--- src/rtl/sextium_mem_arbiter.sv ---
// Two-port arbiter in front of a single memory bridge.
// A request is arbitrated in an IDLE cycle, then the winning port owns the
// bridge for the BUSY phase until the bridge acks or the port aborts.
module sextium_mem_arbiter #(
   parameter int unsigned ROUND_ROBIN = 1  // 1: alternate on ties, 0: port 0 always wins
) (
   input  logic        clk,
   input  logic        reset,
   input  logic [15:0] p0_addr,
   input  logic [15:0] p1_addr,
   input  logic [15:0] p0_bus_out,
   input  logic [15:0] p1_bus_out,
   input  logic        p0_read,
   input  logic        p0_write,
   input  logic        p1_read,
   input  logic        p1_write,
   output logic        p0_ack,
   output logic        p1_ack,
   output logic [15:0] p0_bus_in,
   output logic [15:0] p1_bus_in,
   output logic [15:0] addr_bus,
   output logic [15:0] mem_bus_out,
   output logic        mem_read,
   output logic        mem_write,
   input  logic        mem_ack,
   input  logic [15:0] mem_bus_in
);

   typedef enum logic {
      ST_IDLE = 1'b0,
      ST_BUSY = 1'b1
   } state_e;

   state_e      state_q, state_d;
   logic        gnt_q, gnt_d;    // port that owns the bridge during BUSY
   logic        last_q, last_d;  // port that completed the most recent transfer

   logic        req0, req1;
   logic        sel_read, sel_write, sel_req;
   logic [15:0] sel_addr, sel_wdata;
   logic        busy;

   assign req0 = p0_read | p0_write;
   assign req1 = p1_read | p1_write;

   // Granted port's signals; only meaningful while BUSY.
   assign sel_read  = gnt_q ? p1_read    : p0_read;
   assign sel_write = gnt_q ? p1_write   : p0_write;
   assign sel_addr  = gnt_q ? p1_addr    : p0_addr;
   assign sel_wdata = gnt_q ? p1_bus_out : p0_bus_out;
   assign sel_req   = sel_read | sel_write;

   // Arbitration and transfer-completion decisions.
   always_comb begin
      // NOTE: every output of this block gets a default first, so no path
      // through the case below can leave a value unassigned and infer a latch.
      state_d = state_q;
      gnt_d   = gnt_q;
      last_d  = last_q;
      case (state_q)
         ST_IDLE: begin
            if (req0 && req1) begin
               gnt_d   = (ROUND_ROBIN != 0) ? ~last_q : 1'b0;
               state_d = ST_BUSY;
            end else if (req0 || req1) begin
               gnt_d   = req1;
               state_d = ST_BUSY;
            end
         end
         ST_BUSY: begin
            if (mem_ack) begin
               last_d  = gnt_q;
               state_d = ST_IDLE;
            end else if (!sel_req) begin
               // Requester withdrew: drop the transfer, fairness history untouched.
               state_d = ST_IDLE;
            end
         end
         default: state_d = ST_IDLE;
      endcase
   end

   // Bridge-side strobes and requester acks; forced idle while reset is high.
   always_comb begin
      busy        = (state_q == ST_BUSY) && !reset;
      addr_bus    = busy ? sel_addr  : 16'h0000;
      mem_bus_out = busy ? sel_wdata : 16'h0000;
      mem_write   = busy && sel_write;
      mem_read    = busy && sel_read && !sel_write;  // write wins if both strobes are up
      p0_ack      = busy && !gnt_q && mem_ack;
      p1_ack      = busy &&  gnt_q && mem_ack;
   end

   // Read data is broadcast; each requester qualifies it with its own ack.
   assign p0_bus_in = mem_bus_in;
   assign p1_bus_in = mem_bus_in;

   // State, grant and last-winner registers with synchronous reset.
   always_ff @(posedge clk) begin
      // NOTE: sequential state is updated with non-blocking assignments so
      // every register samples the pre-edge values of its inputs.
      if (reset) begin
         state_q <= ST_IDLE;
         gnt_q   <= 1'b0;
         last_q  <= 1'b1;  // port 0 takes the first tie
      end else begin
         state_q <= state_d;
         gnt_q   <= gnt_d;
         last_q  <= last_d;
      end
   end

endmodule

--- config.mk ---
export PLATFORM = sky130hd
export DESIGN_NAME = sextium_mem_arbiter
export DESIGN_NICKNAME = d
export VERILOG_FILES = /design/src/rtl/sextium_mem_arbiter.sv
export SDC_FILE = /design/constraint.sdc
export NUM_CORES = 1
export LEC_CHECK = 0
export BUFFER_PORTS_ARGS = -buffer_cell sky130_fd_sc_hd__buf_2
export CAP_MARGIN = 25
export CORE_ASPECT_RATIO = 0.8
export CORE_MARGIN = 2
export CORE_UTILIZATION = 31
export DETAILED_ROUTE_END_ITERATION = 12
export MAX_ROUTING_LAYER = met4
export PLACE_DENSITY = 0.95
export SKIP_LAST_GASP = 1
export SLEW_MARGIN = 20
export SYNTH_ARGS = -nofsm -noshare
export SYNTH_HDL_FRONTEND = slang
export SYNTH_SLANG_ARGS = --single-unit
--- constraint.sdc ---
create_clock -name clk -period 2.4 [get_ports clk]
set_input_delay 0.12 -clock clk [delete_from_list [all_inputs] [get_ports clk]]
set_output_delay 0.12 -clock clk [all_outputs]
set_load 0.1 [all_outputs]
==> impl_metrics.toml <==
[status]
status = "complete, no violations"

[sta]
slew_violations = 0
max_freq_mhz = 509
rsz0062_at_grt = "false"
maxSlewHeadroom = 0.658
finalSetupViolCount = 0
worst_pin_slew_ns = 0.513
skew_ns = 0.00129
finalHoldViolCount = 0
setup-tns-final_ns = 0
fin_crit_ns = 1.96
period_share = 0.818

[floorplanning]
placementRows = 17
fp.coreArea_um2 = 2830
ioPinCount = 155
dieArea_um2 = 3520
die_h_um = 53.5
start_util = 0.336
die_w_um = 65.9

[layout]
seqCellArea_um2 = 61.3
fin_nets = 288
layout-drive-gt1-share = 0.570
syn2layout_area_growth_pct = 36.2
fin_util = 0.457
n_fill_cell = 282
multi_input_area_um2 = 578
diodes = 0
final_cell_area_um2 = 1290

[synth]
synth_area_leader_cell = "mux2i_1"
synth-seq-area-share = 0.0632
ys.warnings.count = 0
synth_top_area_frac = 0.348
synthTopCellsByArea = "mux2i_1 35%, buf_4 30%, nor2_1 15%"
syn_inst = 129
ys_ff_latch = 3
netlist_area_um2 = 950
synth_nets = 216
synth.distinct_cells = 21
syn_avg_cell_area_um2 = 7.36

[detailed_routing]
drt_iter0_drc = 14
antenna_left = 0
via_per_inst = 4.53
wirelength_um = 2730
avgRoutedWirePerCell_um = 11.5
first_pass_iters = 4
post-route-drc-count = 0
vias = 1078

[critical_path]
end_kind = "output pin"
worstPathRequired_ns = 2.28
startpoint_type = "flop"
crit_chain = "nand2b_1 > buf_4 > nor2_1 > buf_2"
critPathMaxFanout = 23
slowest_stage = "buf_2"
critPathBufInv = 2
cp.arrival_ns = 1.84
worstSetupPathType = "reg2out"
crit_family = "buffers and inverters"
slowest_delay_ns = 0.43

[global_routing]
grt_antenna_before_repair = 0
grt_max_degree = 26
grt_pass1_wl_um = 3600
overflow = 0
track_usage = 0.138
grt_pass1_vias = 862

[clocking]
cts.hold.buffers_added = 0
cts_tree = "done"
path_clk_slew_ns = 0.03
cts_sinks = 3
htree_num_levels = 1
cts-resized-gates = 0
cts_buffers = 3
root_buffer = "clkbuf_8"
postCtsSetupRepairBufs = 0
clk_latency_ns = 0.22
clk_path_buf_depth = 2

[power_and_ir_drop]
ir_drop_mv = 0.303
powerDensity_nw_per_um2 = 468
p_leak_nw = 0.721

[placed_design]
place_area_um2 = 1250
io_buffer_count = 106
dp_hpwl_um = 2230
gp_congestion = 0.721

[job]
maxCapViolCount = 0

[hold_path]
holdCritPathClass = "in2reg"
## registers in the layout, indices dropped and copies added, names as in the netlist
name,flops
last_q,1
state_q,1
gnt_q,1
## cell usage in the layout (no fill, tap or decap)
master / n
and4b_1: 1
a32oi_1: 1
a21oi_1: 1
buf_4: 1
a211o_1: 1
a21boi_0: 1
or3b_1: 1
o21ai_1: 1
buf_12: 1
a311o_1: 1
clkbuf_1: 1
nor3b_2: 1
buf_2: 106
nor2_1: 37
dfxtp_1: 2
clkbuf_8: 3
nand2b_1: 1
inv_1: 1
a21oi_2: 1
a21o_1: 1
nor3_1: 1
o21ai_0: 1
mux2i_1: 33
dfxtp_2: 1
## metal layers
metal	vias up	share of wire	global-route usage
met5	-	0	-
met4	0	0.0081	0.0521
met3	4	0.14	0.0617
met2	81	0.50	0.254
met1	449	0.35	0.128
li1	544	-	-
## kinds of logic (layout without fill, tap and decap cells)
family                 Yosys count  after routing  share of synthesized area
AO/OA/AOI/OAI                    9              9                     0.0698
buffers and inverters           42            113                      0.333
flip-flops                       3              3                     0.0632
multiplexers                    33             33                      0.348
AND/OR/NAND/NOR                 42             42                      0.186
## where the power goes
part           internal [mW]  switching [mW]
logic                  0.110           0.282
clock network          0.113          0.0338
registers             0.0546          0.0122
total                  0.278           0.328
## metrics by stage
stage          hold WS, ns  setup WS [ns]  power [mW]  cells
6_report             0.115          0.437       0.605    238
3_3_place_gp         0.241          0.698       0.456    234
4_1_cts              0.111          0.407       0.614    238
2_1_floorplan        0.182          0.266       0.622    129
3_5_place_dp         0.241          0.642       0.460    234
5_1_grt              0.122          0.269       0.639    238
## layout make-up
type	instances	area share
clock buffer	4	0.0348
multi-input combinational	84	0.447
timing repair buffer	108	0.431
inverter	1	0.00290
tap	38	0.0368
sequential	3	0.0474
## synthesized netlist by cell type (all sizes together)
cell,number
o21ai,2
mux2i,33
buf,41
a311o,1
a32oi,1
nor3b,1
dfxtp,3
inv,1
a21o,1
nor2,37
nand2b,1
or3b,1
and4b,1
a21boi,1
a211o,1
nor3,1
a21oi,2
## path summary, 6_finish.rpt
path,start,end,slack (ns),cells past startpoint
setup / recovery,state_q,mem_bus_out[1],0.44,4
hold / removal,reset,state_q,0.12,2
setup reg to reg,gnt_q,state_q,0.94,4
hold reg to reg,last_q,gnt_q,0.61,3
Power figures use the tool's default switching activity.
